[src/rtl/axis_pkg.sv]
// Shared types and defaults for the AXI-Stream packet generator.
//   gen_state_e : generator FSM states
//   cfg_t       : unpacked view of config_packet = {k, len}
package axis_pkg;

    localparam int unsigned DEF_DW = 8;
    localparam int unsigned DEF_NW = 16;

    typedef enum logic [0:0] {IDLE, SEND} gen_state_e;

    typedef struct packed {
        logic [DEF_DW-1:0] k;
        logic [DEF_DW-1:0] len;
    } cfg_t;

endpackage

[src/rtl/axis_packet_gen_if.sv]
// 8-bit AXI-Stream link carrying generated packets.
//   tdata  : stream data        (master -> slave)
//   tvalid : beat valid         (master -> slave)
//   tlast  : last byte of packet (master -> slave)
//   tready : downstream ready   (slave -> master)
interface axis_packet_gen_if
    import axis_pkg::*;
#(
    parameter int unsigned DW = DEF_DW
);

    logic [DW-1:0] tdata;
    logic          tvalid;
    logic          tlast;
    logic          tready;

    modport master (output tdata, output tvalid, output tlast, input tready);
    modport slave  (input tdata, input tvalid, input tlast, output tready);

endinterface

[src/rtl/axis_packet_gen.sv]
// AXI-Stream packet source. Each run emits npkt packets (0 = until stop) of len bytes
// (len 0 = 2^DW bytes); byte i of packet p is (p + i*k) mod 2^DW.
//   clk, rst      : clock, asynchronous active-high reset
//   config_packet : {k, len}, latched on an accepted start
//   start, stop   : begin a run / end it after the current packet
//   npkt          : packets per run, 0 = continuous
//   m             : stream master (tdata, tvalid, tlast, tready)
//   busy, done    : run in progress / one-cycle end-of-run pulse
//   pkt_cnt       : packets completed in the current or last run
module axis_packet_gen
    import axis_pkg::*;
#(
    parameter int unsigned DW = DEF_DW,
    parameter int unsigned NW = DEF_NW
) (
    input  logic                clk,
    input  logic                rst,
    input  logic [2*DW-1:0]     config_packet,
    input  logic                start,
    input  logic                stop,
    input  logic [NW-1:0]       npkt,
    axis_packet_gen_if.master   m,
    output logic                busy,
    output logic                done,
    output logic [NW-1:0]       pkt_cnt
);

    gen_state_e    state_q, state_d;
    logic          stop_q, stop_d;
    logic          done_q, done_d;

    logic [DW-1:0] k_q, k_d;
    logic [DW-1:0] len_q, len_d;
    logic [NW-1:0] npkt_q, npkt_d;
    logic [NW-1:0] pkt_cnt_q, pkt_cnt_d;
    logic [DW-1:0] byte_idx_q, byte_idx_d;

    // tdata_q doubles as the pattern accumulator.
    logic [DW-1:0] tdata_q, tdata_d;
    logic          tvalid_q, tvalid_d;
    logic          tlast_q, tlast_d;

    logic [DW-1:0] cfg_k, cfg_len;
    logic          accept, beat, run_end;
    logic [NW-1:0] pkt_next;

    assign cfg_k    = config_packet[2*DW-1:DW];
    assign cfg_len  = config_packet[DW-1:0];
    assign accept   = (state_q == IDLE) && start;
    assign beat     = tvalid_q && m.tready;
    assign pkt_next = pkt_cnt_q + NW'(1);
    // Same-cycle stop counts as pending so the run ends on this tlast.
    assign run_end  = beat && tlast_q &&
                      (((npkt_q != '0) && (pkt_next == npkt_q)) || stop_q || stop);

    // FSM and flags
    always_comb begin
        state_d = state_q;
        stop_d  = stop_q;
        done_d  = 1'b0;
        case (state_q)
            IDLE: begin
                if (start) begin
                    state_d = SEND;
                    stop_d  = 1'b0;
                end
            end
            SEND: begin
                if (stop) stop_d = 1'b1;
                if (run_end) begin
                    state_d = IDLE;
                    stop_d  = 1'b0;
                    done_d  = 1'b1;
                end
            end
            default: state_d = IDLE;
        endcase
    end

    always_ff @(posedge clk or posedge rst) begin
        if (rst) begin
            state_q <= IDLE;
            stop_q  <= 1'b0;
            done_q  <= 1'b0;
        end else begin
            state_q <= state_d;
            stop_q  <= stop_d;
            done_q  <= done_d;
        end
    end

    // Latched config and byte/packet counters
    always_comb begin
        k_d        = k_q;
        len_d      = len_q;
        npkt_d     = npkt_q;
        pkt_cnt_d  = pkt_cnt_q;
        byte_idx_d = byte_idx_q;
        if (accept) begin
            k_d        = cfg_k;
            len_d      = cfg_len;
            npkt_d     = npkt;
            pkt_cnt_d  = '0;
            byte_idx_d = '0;
        end else if (beat) begin
            if (tlast_q) begin
                pkt_cnt_d  = pkt_next;
                byte_idx_d = '0;
            end else begin
                byte_idx_d = byte_idx_q + DW'(1);
            end
        end
    end

    always_ff @(posedge clk or posedge rst) begin
        if (rst) begin
            k_q        <= '0;
            len_q      <= '0;
            npkt_q     <= '0;
            pkt_cnt_q  <= '0;
            byte_idx_q <= '0;
        end else begin
            k_q        <= k_d;
            len_q      <= len_d;
            npkt_q     <= npkt_d;
            pkt_cnt_q  <= pkt_cnt_d;
            byte_idx_q <= byte_idx_d;
        end
    end

    // Output register: only advances on a handshake, so data/last hold under backpressure.
    always_comb begin
        tdata_d  = tdata_q;
        tvalid_d = tvalid_q;
        tlast_d  = tlast_q;
        if (accept) begin
            tvalid_d = 1'b1;
            tdata_d  = '0;
            tlast_d  = (cfg_len == DW'(1));
        end else if (beat) begin
            if (run_end) begin
                tvalid_d = 1'b0;
                tlast_d  = 1'b0;
                tdata_d  = '0;
            end else if (tlast_q) begin
                tdata_d = DW'(pkt_next);
                tlast_d = (len_q == DW'(1));
            end else begin
                tdata_d = tdata_q + k_q;
                // Next index idx+1 is last when idx+1 == len-1; len 0 wraps to 2^DW bytes.
                tlast_d = ((byte_idx_q + DW'(2)) == len_q);
            end
        end
    end

    always_ff @(posedge clk or posedge rst) begin
        if (rst) begin
            tdata_q  <= '0;
            tvalid_q <= 1'b0;
            tlast_q  <= 1'b0;
        end else begin
            tdata_q  <= tdata_d;
            tvalid_q <= tvalid_d;
            tlast_q  <= tlast_d;
        end
    end

    assign m.tdata  = tdata_q;
    assign m.tvalid = tvalid_q;
    assign m.tlast  = tlast_q;
    assign busy     = (state_q == SEND);
    assign done     = done_q;
    assign pkt_cnt  = pkt_cnt_q;

endmodule

[src/flat_wrapper.sv]
// flat-port wrapper written by rule: the top's interface ports become plain ports
module axis_packet_gen_flat import axis_pkg::*;
#(
    parameter int unsigned DW = DEF_DW,
    parameter int unsigned NW = DEF_NW
)
  (clk, rst, config_packet, start, stop, npkt, busy, done, pkt_cnt, m_tdata, m_tvalid, m_tlast, m_tready);
  axis_packet_gen_if #(.DW(DW)) m_i ();
  input  logic clk;
  input  logic rst;
  input  logic [2*DW-1:0] config_packet;
  input  logic start;
  input  logic stop;
  input  logic [NW-1:0] npkt;
  output logic busy;
  output logic done;
  output logic [NW-1:0] pkt_cnt;
  output wire logic [$bits(m_i.tdata)-1:0] m_tdata;
  output wire logic [$bits(m_i.tvalid)-1:0] m_tvalid;
  output wire logic [$bits(m_i.tlast)-1:0] m_tlast;
  input wire logic [$bits(m_i.tready)-1:0] m_tready;
  assign m_tdata = m_i.tdata;
  assign m_tvalid = m_i.tvalid;
  assign m_tlast = m_i.tlast;
  assign m_i.tready = m_tready;
  axis_packet_gen #(.DW(DW), .NW(NW)) u_core (.clk(clk), .rst(rst), .config_packet(config_packet), .start(start), .stop(stop), .npkt(npkt), .m(m_i), .busy(busy), .done(done), .pkt_cnt(pkt_cnt));
endmodule
[config.mk]
export PLATFORM = sky130hd
export DESIGN_NAME = axis_packet_gen_flat
export DESIGN_NICKNAME = d
export VERILOG_FILES = /design/src/rtl/axis_pkg.sv /design/src/rtl/axis_packet_gen_if.sv /design/src/rtl/axis_packet_gen.sv /design/src/flat_wrapper.sv
export SDC_FILE = /design/constraint.sdc
export NUM_CORES = 1
export LEC_CHECK = 0
export CELL_PAD_IN_SITES_DETAIL_PLACEMENT = 1
export CELL_PAD_IN_SITES_GLOBAL_PLACEMENT = 1
export CORE_ASPECT_RATIO = 0.75
export CORE_MARGIN = 3
export CORE_UTILIZATION = 40
export DETAILED_ROUTE_END_ITERATION = 12
export GPL_ROUTABILITY_DRIVEN = 0
export PLACE_DENSITY_LB_ADDON = 0.1
export SKIP_CTS_REPAIR_TIMING = 1
export SLEW_MARGIN = 20
export SYNTH_ARGS = -nofsm -noshare
export SYNTH_HDL_FRONTEND = slang
export SYNTH_SLANG_ARGS = --single-unit
[constraint.sdc]
create_clock -name clk -period 3.4 [get_ports clk]
set_clock_uncertainty 0.15 [all_clocks]
set_input_delay 0.68 -clock clk [delete_from_list [all_inputs] [get_ports clk]]
set_output_delay 0.68 -clock clk [all_outputs]
set_load 0.005 [all_outputs]
==> impl_results.md, run 1 <==
* Commonest non-fill, non-tap cell in the layout: dfrtp_1
* Post-DP HPWL at between 7 and 8 mm
* Number of global-route vias before repair at between 3000 and 4000
* DIE AREA at roughly 0.012 mm^2
* Reg clk slew, reported paths at around 0.06 ns
* IO buf count at 64
* Register area share after synthesis at between 40% and 50%
* Yosys top cell by area: dfrtp_1
* Post-DRT Antenna Nets at 0
* Tcrit/Tclk final at roughly four fifths
* Critical Path AT at between 2 and 3 ns
* Critical path's top delay family: compound AO/OA/AOI/OAI gates
* Final setup fails at 0
* Drt drc at 0
* Final Non-Filler Cells at about 600
* Std-Cell Rows at 31
* Most used cell, CP: o41ai_1
* Clock Sink Count at between 60 and 70
* Peak Freq at roughly 370 MHz
* CP Capture Type: register
* Root buffer cell: clkbuf_16
* PD cells at roughly 770 mW/mm^2
* Ys flop type: dfrtp_1
* Cells after DPL at slightly below 600
* Final Slew Violations at 0
* Beginning of the critical path: u_core.pkt_cnt[0]
* Final WL at roughly 11 mm
* Via/cell ratio at roughly 5.5
* Die Ht at between 90 and 100 um
* Synth Register Bits at ~70
* Io pins at 65
* Fin nets at ~510
* Post-Syn Instances at between 400 and 500
* Initial Util at 42.0%
* Worst Path Buf+Inv at 0
* H-tree Lvls at 3
* First drt pass iteration count at 4
* Crit path launch type: register
* Clock tree buffer depth at 2
* First-pass GRT wire length at 17.7 mm
* Slew @ Worst Pin at a little over 0.5 ns
* Mapped Nets at ~450
* Hold Path Class: reg2reg
* Share of layout cells above drive strength 1 at 13.1%
* Fillers at around 1100
* Max Cap Viol at 0
* Mean Syn Cell Area at 10.4 um^2
* Post-synth EDFFs at 0
* Commonest cells after routing, fill and taps aside: 69 x dfrtp_1, 64 x clkdlybuf4s50_1, 39 x nor2_1
* N_diodes at 0
* Min-delay src: u_core.stop_q
* Finished Core Util at slightly above 50%
* Setup Crit Path Kind: reg2reg
* Critical path, cell by cell: ha_1, nand3_2, o211a_1, o41ai_1, o41ai_1, nand4_1, o21a_1, a32o_1
* Setup TNS at 0 ns
* Worst hold slack at approximately 0.35 ns
* Largest net degree at the start of global routing at 70
* Initial DRC count at 158
* Final min period at 2.73 ns
* LEAKAGE at between 2 and 2.5 nW
* Die Wd at 124 um
* CORE AREA at between 0.009 and 0.01 mm^2
* CTS Buf Count at 9
* Outcome: complete, no violations
* Worst Path Max Fanout at 9
* Grt total ovfl at 0
* Yosys cell types at 54
* Critical R2R Launch: u_core.pkt_cnt[0]
* Max incr delay on CP at 0.52 ns
* VDD IR max at between 400 and 500 uV
* Async SR Flop Fraction at 100%
* Clock latency on the worst-skew pair at between 0.3 and 0.4 ns
* Final Hold Fails at 0
* Synth warn at 0
* Mapped cell area at roughly 0.0042 mm^2
* Wire length per cell at 17.9 um
* GR Util All Layers at between 15 and 20%
* Slew headroom at approximately 65%
* Initial antenna violation count at 0
* DR vias at between 3000 and 4000
* Critical path's slowest cell: dfrtp_1
* Unrepaired setup endpoints after global routing: false
* CTS tree: built
* Top cell type's share of synthesized area at 41.6%
* Synth top area cells: dfrtp_1 42%, mux2_2 8.4%, xnor2_1 6.3%, xor2_1 4.9%, nor2_1 3.5%
* P&R area growth vs syn at 23.0%
* Critical Path RT at 3.52 ns
==> cells in the mapped netlist, drive strengths merged (3+ instances only) <==
cell type  instances
a21o               3
a21oi             19
a31oi              3
a32o               8
and3               6
buf                6
clkbuf            17
dfrtp             69
ha                10
inv                7
mux2              31
nand2             25
nand3             17
nand4              5
nor2              40
nor3              13
nor4               9
nor4b              6
o21ai             17
o41ai              3
or3                4
xnor2             30
xnor3              3
xor2              23
==> final timing paths <==
path / slack, ns / cells after the start / end
setup / recovery: 0.67 / 8 / u_core.m.tdata[2]
hold / removal: 0.35 / 1 / u_core.stop_q
setup reg to reg: 0.67 / 8 / u_core.m.tdata[2]
hold reg to reg: 0.35 / 1 / u_core.stop_q
max in group asynchronous: 2.19 / 3 / u_core.len_q[3]
min in group asynchronous: 0.58 / 3 / u_core.byte_idx_q[1]
==> flip-flops by register name, indices dropped and copies added, names as in the netlist <==
signal and flops:
u_core.done 1, u_core.npkt_q 16, u_core.byte_idx_q 8, u_core.m.tlast 1, u_core.k_q 8, u_core.m.tdata 8
u_core.stop_q 1, u_core.m.tvalid 1, u_core.pkt_cnt 16, u_core.len_q 8, u_core.busy 1
==> kinds of logic (layout without fill, tap and decap cells) <==
kind of cell	after synthesis	after routing	synth area share, %
flops	69	69	41.6
buf+inv	30	93	5.15
simple gates	136	136	17.1
xor+xnor	57	57	13.4
fa+ha+maj	11	11	3.50
mux	33	33	8.89
compound gates	65	65	10.3
==> where the power goes <==
part	internal (W)	leakage (nW)	switching, W
clock	0.000534	0.134	0.000344
combinational	0.000900	1.08	0.000706
sequential	0.00112	0.864	0.000327
total	0.00255	2.08	0.00138
==> area by class of cell <==
class,count,area (um^2),share of cell area [%]
sequential,69,1730,33.8
inverter,7,26.3,0.514
clock inverter,1,5.00,0.0980
clock buffer,15,268,5.24
timing repair buffer,70,698,13.7
tap,132,165,3.23
multi-input combinational,302,2220,43.4
==> stage by stage <==
step | area [um^2] | total power [W] | setup WS (ns)
after global routing | 5110 | 0.00424 | 0.437
after floorplan | 4150 | 0.00256 | 0.830
final | 5110 | 0.00393 | 0.673
after global placement | 4840 | 0.00299 | 0.532
after CTS | 5110 | 0.00397 | 0.680
after detailed placement | 4840 | 0.00306 | 0.437
==> layer usage <==
layer / up-vias / GRT usage, % / wire length, um
met2: 63 / 30.7 / 4870
met4: 0 / 5.07 / 180
met5: - / 0 / 0
met3: 18 / 5.42 / 492
met1: 1649 / 27.3 / 5150
li1: 1547 / - / -
Note: power is estimated with default switching activity, not from simulation.
==> inputs of run 2 (changes only) <==
--- a/config.mk
+++ b/config.mk
@@ -9,7 +9,7 @@
 export CELL_PAD_IN_SITES_GLOBAL_PLACEMENT = 1
 export CORE_ASPECT_RATIO = 0.75
 export CORE_MARGIN = 3
-export CORE_UTILIZATION = 40
+export CORE_UTILIZATION = 38
 export DETAILED_ROUTE_END_ITERATION = 12
 export GPL_ROUTABILITY_DRIVEN = 0
 export PLACE_DENSITY_LB_ADDON = 0.1
==> constraint.sdc (replaced) <==
create_clock -name clk -period 2.2 [get_ports clk]
set_clock_uncertainty 0.15 [all_clocks]
set_input_delay 0.44 -clock clk [delete_from_list [all_inputs] [get_ports clk]]
set_output_delay 0.44 -clock clk [all_outputs]
set_load 0.005 [all_outputs]
==> run 2 against run 1 <==
Compared with the run above: the flow now finishes with violations (negative setup slack); die area up 5.0%; clock power up 68%; via count up 9.1%; combinational power up 86%; largest cell class unchanged; sequential cell count unchanged; routed wire length up 16%; critical path type unchanged.
==> impl_results.md, run 2 (synthesized netlist as in run 1, its figures left out) <==
* Outcome: complete, but fails checks (was complete, no violations)
* Failing checks: negative setup slack
* Met3 Wirelength at 367 um (was 492 um)
* P_int at 0.00432 W (was 0.00255 W)
* CORE AREA at 0.0105 mm^2 (was 0.00989 mm^2)
* Beginning of the critical path: u_core.pkt_cnt[1] (was u_core.pkt_cnt[0])
* Via/cell ratio at 5.33 (was 5.50)
* Clock tree buffer depth at 2 (unchanged)
* Critical Path AT at 2.46 ns (was 2.84 ns)
* Seq pwr share at 33.0% (was 36.8%)
* Critical path's top delay family: simple AND/OR/NAND/NOR gates (was compound AO/OA/AOI/OAI gates)
* First drt pass iteration count at 4 (unchanged)
* DIE AREA at 0.0122 mm^2 (was 0.0117 mm^2)
* DR vias at 3576 (was 3277)
* Die Ht at 96.5 um (was 94.2 um)
* Largest net degree at the start of global routing at 36 (was 70)
* Highest routed layer: met4 (unchanged)
* Initial DRC count at 137 (was 158)
* CTS tree: built (unchanged)
* Initial Util at 39.7% (was 42.0%)
* Final Non-Filler Cells at 671 (was 596)
* Critical path, cell by cell: ha_4, xor2_1, nor3_1, nand3_1, nor4b_2, nand4_1, o21a_4, a32o_1 (was ha_1, nand3_2, o211a_1, o41ai_1, o41ai_1, nand4_1, o21a_1, a32o_1)
* Commonest cells after routing, fill and taps aside: 73 x buf_4, 67 x dfrtp_1, 64 x clkdlybuf4s50_1 (was 69 x dfrtp_1, 64 x clkdlybuf4s50_1, 39 x nor2_1)
* Std-Cell Rows at 32 (was 31)
* Commonest non-fill, non-tap cell in the layout: buf_4 (was dfrtp_1)
* Final Slew Violations at 0 (unchanged)
* Worst Path Max Fanout at 9 (unchanged)
* Worst hold slack at 0.274 ns (was 0.348 ns)
* Fillers at 1146 (was 1097)
* Clock power frac at 22.0% (was 22.3%)
* H-tree Lvls at 3 (unchanged)
* WL met2 at 5.99 mm (was 4.87 mm)
* Final setup fails at 12 (was 0)
* N_diodes at 0 (unchanged)
* Critical path's slowest cell: dfrtp_2 (was dfrtp_1)
* Worst setup margin at -0.186 ns (was 0.673 ns)
* Cells after DPL at 653 (was 580)
* Clock latency on the worst-skew pair at 0.34 ns (about the same)
* Fin nets at 578 (was 507)
* Max incr delay on CP at 0.44 ns (was 0.52 ns)
* Met1 wire length at 5.83 mm (was 5.15 mm)
* Io pins at 65 (unchanged)
* Slew headroom at 70.7% (was 65.4%)
* Critical R2R Launch: u_core.pkt_cnt[1] (was u_core.pkt_cnt[0])
* Tcrit/Tclk final at 108% (was 80.2%)
* Unrepaired setup endpoints after global routing: true (was false)
* Final WL at 12.4 mm (was 10.7 mm)
* Grt total ovfl at 0 (unchanged)
* Hold Path Class: in2async (was reg2reg)
* Root buffer cell: clkbuf_16 (unchanged)
* Max Cap Viol at 0 (unchanged)
* Share of layout cells above drive strength 1 at 29.2% (was 13.1%)
* GR Util All Layers at 20.8% (was 19.8%)
* Number of global-route vias before repair at 3780 (was 3379)
* Setup Crit Path Kind: reg2reg (unchanged)
* Drt drc at 0 (unchanged)
* Reg2Reg Setup Slack at -0.19 ns (was 0.67 ns)
* Die Wd at 127 um (was 124 um)
* Slew @ Worst Pin at 0.436 ns (was 0.519 ns)
* Wire length per cell at 18.4 um (was 17.9 um)
* CP Capture Type: register (unchanged)
* Initial antenna violation count at 0 (unchanged)
* Switching Share at 35.2% (was 35.1%)
* Worst Path Buf+Inv at 0 (unchanged)
* Post-DP HPWL at 9.23 mm (was 7.77 mm)
* PD cells at 1150 mW/mm^2 (was 769 mW/mm^2)
* VDD IR max at 544 uV (was 490 uV)
* Power share of the combinational group at 44.9% (was 40.9%)
* Crit path launch type: register (unchanged)
* Post-Place Worst Slack at -0.531 ns (was 0.437 ns)
* Reg2Reg Depth at 8 (unchanged)
* Overall power at 0.00668 W (was 0.00393 W)
* Post-DRT Antenna Nets at 0 (unchanged)
* First-pass GRT wire length at 19.9 mm (was 17.7 mm)
* Clock Sink Count at 69 (unchanged)
* Reg clk slew, reported paths at 0.06 ns (about the same)
* Critical Path RT at 2.27 ns (was 3.52 ns)
* Psw at 0.00235 W (was 0.00138 W)
* Final Hold Fails at 0 (unchanged)
* Reg2Reg Capture Point: u_core.m.tdata[3] (was u_core.m.tdata[2])
* Final min period at 2.39 ns (was 2.73 ns)
* LEAKAGE at 2.47 nW (was 2.08 nW)
* P&R area growth vs syn at 40.3% (was 23.0%)
* CTS Buf Count at 9 (unchanged)
* Peak Freq at 419 MHz (was 367 MHz)
* IO buf count at 64 (unchanged)
run 2: changes by cell type in the layout (fill, tap and decap cells not counted), sizes merged:
| cell | change |
|---|---|
| buf | +71 |
| bufinv | +1 |
| clkbuf | -4 |
| clkinv | +3 |
| clkinvlp | +1 |
| inv | -1 |
run 2: cell type report:
type                    instances  area [um^2]  share of cell area, %
clock buffers                  11          243                   4.16
clock inverters                 5         50.0                  0.859
inverters                       7         30.0                  0.515
multi-input cells             302         2340                   40.1
flip-flops and latches         69         1730                   29.7
well taps                     136          170                   2.92
repair buffers                141         1270                   21.8
run 2: power by group through the flow:
stage	clock network (W)	logic, W	registers (W)
global placement	0	0.00277	0.00218
detailed placement	0	0.00289	0.00221
finish	0.00147	0.00300	0.00220
global route	0.00156	0.00331	0.00227
floorplan	0	0.00190	0.00208
CTS	0.00150	0.00294	0.00220
run 2: metrics by stage:
stage / cell area, um^2 / util [%] / setup TNS (ns)
finish: 5830 / 55.8 / -1.66
global route: 5830 / 55.8 / -3.60
CTS: 5720 / 54.7 / -3.26
detailed placement: 5430 / 51.9 / -6.53
global placement: 5430 / 51.9 / -5.25
floorplan: 4180 / - / -0.303
run 2: worst register-to-register path, delay by kind of cell, from the launching register on:
family	cells	cell delay, ns
XOR/XNOR	1	0.14
flip-flops	1	0.44
AND/OR/NAND/NOR	4	0.74
AO/OA/AOI/OAI	2	0.53
adder cells (fa/ha/maj)	1	0.26
run 2: metal layers:
layer,vias to the layer above,track usage [%]
li1,1694,-
met1,1816,27.0
met2,52,35.2
met3,14,4.84
met4,0,5.71
met5,-,0
run 2: worst max-delay path by stage:
stage	endpoint	slack, ns	cells past startpoint
after global routing	u_core.m.tdata[3]	-0.33	7
final	u_core.m.tdata[3]	-0.19	8
after floorplan	u_core.m.tdata[1]	-0.04	10
after CTS	u_core.m.tdata[3]	-0.36	9
after detailed placement	u_core.m.tdata[3]	-0.53	8
after global placement	u_core.m.tdata[0]	-0.46	8
==> inputs of run 3 (changes only) <==
--- a/config.mk
+++ b/config.mk
@@ -13,6 +13,7 @@
 export DETAILED_ROUTE_END_ITERATION = 12
 export GPL_ROUTABILITY_DRIVEN = 0
 export PLACE_DENSITY_LB_ADDON = 0.1
+export SETUP_SLACK_MARGIN = 0.2
 export SKIP_CTS_REPAIR_TIMING = 1
 export SLEW_MARGIN = 20
 export SYNTH_ARGS = -nofsm -noshare
==> run 3 against run 2 <==
Compared with the run above: the flow still finishes with violations (negative setup slack); highest routed layer unchanged; utilization up 2.5 points; die area did not move; critical path type unchanged; critical path depth stayed put; first-iteration DRC count is 16% higher; non-clock buffer count grew 9; worst setup slack lost 0.017 ns; critical endpoint is now u_core.m.tdata[2]; design area is 4.4% higher; combinational power increased by 3%; global-route usage down 0.73 points; total power is 4.4% higher; fmax shrank 0.71%; largest cell class unchanged.
==> impl_results.md, run 3 (synthesized netlist as in run 1, its figures left out) <==
* Outcome: complete, but fails checks (unchanged)
* Failing checks: negative setup slack (unchanged)
* Critical path's slowest cell: dfrtp_2 (unchanged)
* Clock Sink Count at 69 (unchanged)
* Max Cap Viol at 0 (unchanged)
* Critical Path RT at 2.27 ns (about the same)
* Fin nets at 587 (was 578)
* Commonest cells after routing, fill and taps aside: 75 x buf_4, 64 x dfrtp_1, 54 x clkdlybuf4s50_1 (was 73 x buf_4, 67 x dfrtp_1, 64 x clkdlybuf4s50_1)
* Reg2Reg Depth at 8 (unchanged)
* Largest net degree at the start of global routing at 70 (was 36)
* Finished Core Util at 58.2% (was 55.8%)
* PD cells at 1150 mW/mm^2 (about the same)
* Clock tree buffer depth at 2 (unchanged)
* Crit path launch type: register (unchanged)
* Drt drc at 0 (unchanged)
* Hold path cells at 1
* Post-DRT Antenna Nets at 0 (unchanged)
* First-pass GRT wire length at 19.4 mm (was 19.9 mm)
* Worst setup margin at -0.203 ns (was -0.186 ns)
* CORE AREA at 0.0105 mm^2 (unchanged)
* IO buf count at 64 (unchanged)
* Post-DP HPWL at 8.72 mm (was 9.23 mm)
* Critical path, cell by cell: ha_4, xor2_2, nor3_2, nand3_1, nor4b_4, nand4_1, o21a_4, a32o_1 (was ha_4, xor2_1, nor3_1, nand3_1, nor4b_2, nand4_1, o21a_4, a32o_1)
* Root buffer cell: clkbuf_16 (unchanged)
* Final Slew Violations at 0 (unchanged)
* LEAKAGE at 2.74 nW (was 2.47 nW)
* H-tree Lvls at 3 (unchanged)
* First drt pass iteration count at 4 (unchanged)
* Peak Freq at 416 MHz (was 419 MHz)
* Final setup fails at 12 (unchanged)
* Die Wd at 127 um (unchanged)
* Initial Util at 39.7% (unchanged)
* Final WL at 12.7 mm (was 12.4 mm)
* Number of global-route vias before repair at 3892 (was 3780)
* Grt total ovfl at 0 (unchanged)
* Io pins at 65 (unchanged)
* Slew @ Worst Pin at 0.434 ns (was 0.436 ns)
* Final Hold Fails at 0 (unchanged)
* Slew headroom at 70.8% (was 70.7%)
* Share of layout cells above drive strength 1 at 33.1% (was 29.2%)
* Crit path depth at 8 (unchanged)
* Worst hold slack at 0.363 ns (was 0.274 ns)
* Unrepaired setup endpoints after global routing: true (unchanged)
* GR Util All Layers at 20.1% (was 20.8%)
* Commonest non-fill, non-tap cell in the layout: buf_4 (unchanged)
* Die Ht at 96.5 um (unchanged)
* Wire length per cell at 18.6 um (was 18.4 um)
* Std-Cell Rows at 32 (unchanged)
* Reg clk slew, reported paths at 0.06 ns (about the same)
* Final min period at 2.40 ns (was 2.39 ns)
* Initial antenna violation count at 0 (unchanged)
* Initial DRC count at 159 (was 137)
* Post-Place Worst Slack at -0.526 ns (was -0.531 ns)
* Max incr delay on CP at 0.45 ns (was 0.44 ns)
* Tcrit/Tclk final at 109% (was 108%)
* VDD IR max at 485 uV (was 544 uV)
* Hold Path Class: reg2reg (was in2async)
* DR vias at 3639 (was 3576)
* Clock latency on the worst-skew pair at 0.33 ns (was 0.34 ns)
* Critical Path AT at 2.47 ns (was 2.46 ns)
* CP Capture Type: register (unchanged)
* Setup Crit Path Kind: reg2reg (unchanged)
* Worst Path Max Fanout at 9 (unchanged)
* Worst Path Buf+Inv at 0 (unchanged)
* P&R area growth vs syn at 46.6% (was 40.3%)
* CTS tree: built (unchanged)
* DIE AREA at 0.0122 mm^2 (unchanged)
* Via/cell ratio at 5.35 (was 5.33)
* N_diodes at 0 (unchanged)
* Critical path's top delay family: simple AND/OR/NAND/NOR gates (unchanged)
* CTS Buf Count at 9 (unchanged)
run 3: cell types whose count changed in the layout (fill, tap and decap cells not counted), moves of 3 or more:
cell / previous run / this run
clkdlybuf4s50_1: 64 / 54
dlymetal6s2s_1: 0 / 10
buf_6: 0 / 7
nand3_2: 1 / 6
nand3_1: 15 / 11
nor3_1: 13 / 9
nor3_2: 0 / 4
dfrtp_1: 67 / 64
dfrtp_2: 2 / 5
run 3: area by class of cell:
cell class / instances / area [um^2]
sequential: 69 / 1730
clock inverter: 7 / 114
multi-input combinational: 302 / 2420
tap: 136 / 170
clock buffer: 9 / 225
timing repair buffer: 150 / 1390
fill: 1107 / 4360
inverter: 7 / 30.0
run 3: worst paths after layout:
| path | startpoint | end | slack, ns |
|---|---|---|---|
| min in group asynchronous | rst | u_core.byte_idx_q[2] | 0.41 |
| max in group asynchronous | rst | u_core.pkt_cnt[1] | 1.16 |
| setup reg to reg | u_core.pkt_cnt[1] | u_core.m.tdata[2] | -0.20 |
| hold reg to reg | u_core.k_q[4] | u_core.k_q[4] | 0.36 |
| hold / removal | u_core.k_q[4] | u_core.k_q[4] | 0.36 |
| setup / recovery | u_core.pkt_cnt[1] | u_core.m.tdata[2] | -0.20 |
run 3: per-layer routing:
metal  track usage (%)  vias up  share of wire (%)
li1                  -     1714                  -
met1              26.0     1851                 46
met2              34.2       62                 49
met3              5.16       12                3.9
met4              4.64        0                1.1
met5                 0        -                  0
run 3: metrics by stage:
step | total power [W] | TNS (ns) | area, um^2 | cells
after detailed placement | 0.00511 | -6.61 | 5400 | 648
after floorplan | 0.00400 | -0.303 | 4200 | 401
final | 0.00697 | -1.78 | 6090 | 680
after CTS | 0.00684 | -2.43 | 5740 | 664
after global routing | 0.00744 | -2.95 | 6090 | 680
after global placement | 0.00496 | -5.89 | 5400 | 648
run 3: report_power, final:
part / internal, W / switching (W) / leakage (nW)
clock: 0.00110 / 0.000570 / 0.169
sequential: 0.00173 / 0.000482 / 0.856
combinational: 0.00175 / 0.00134 / 1.72
total: 0.00458 / 0.00240 / 2.74
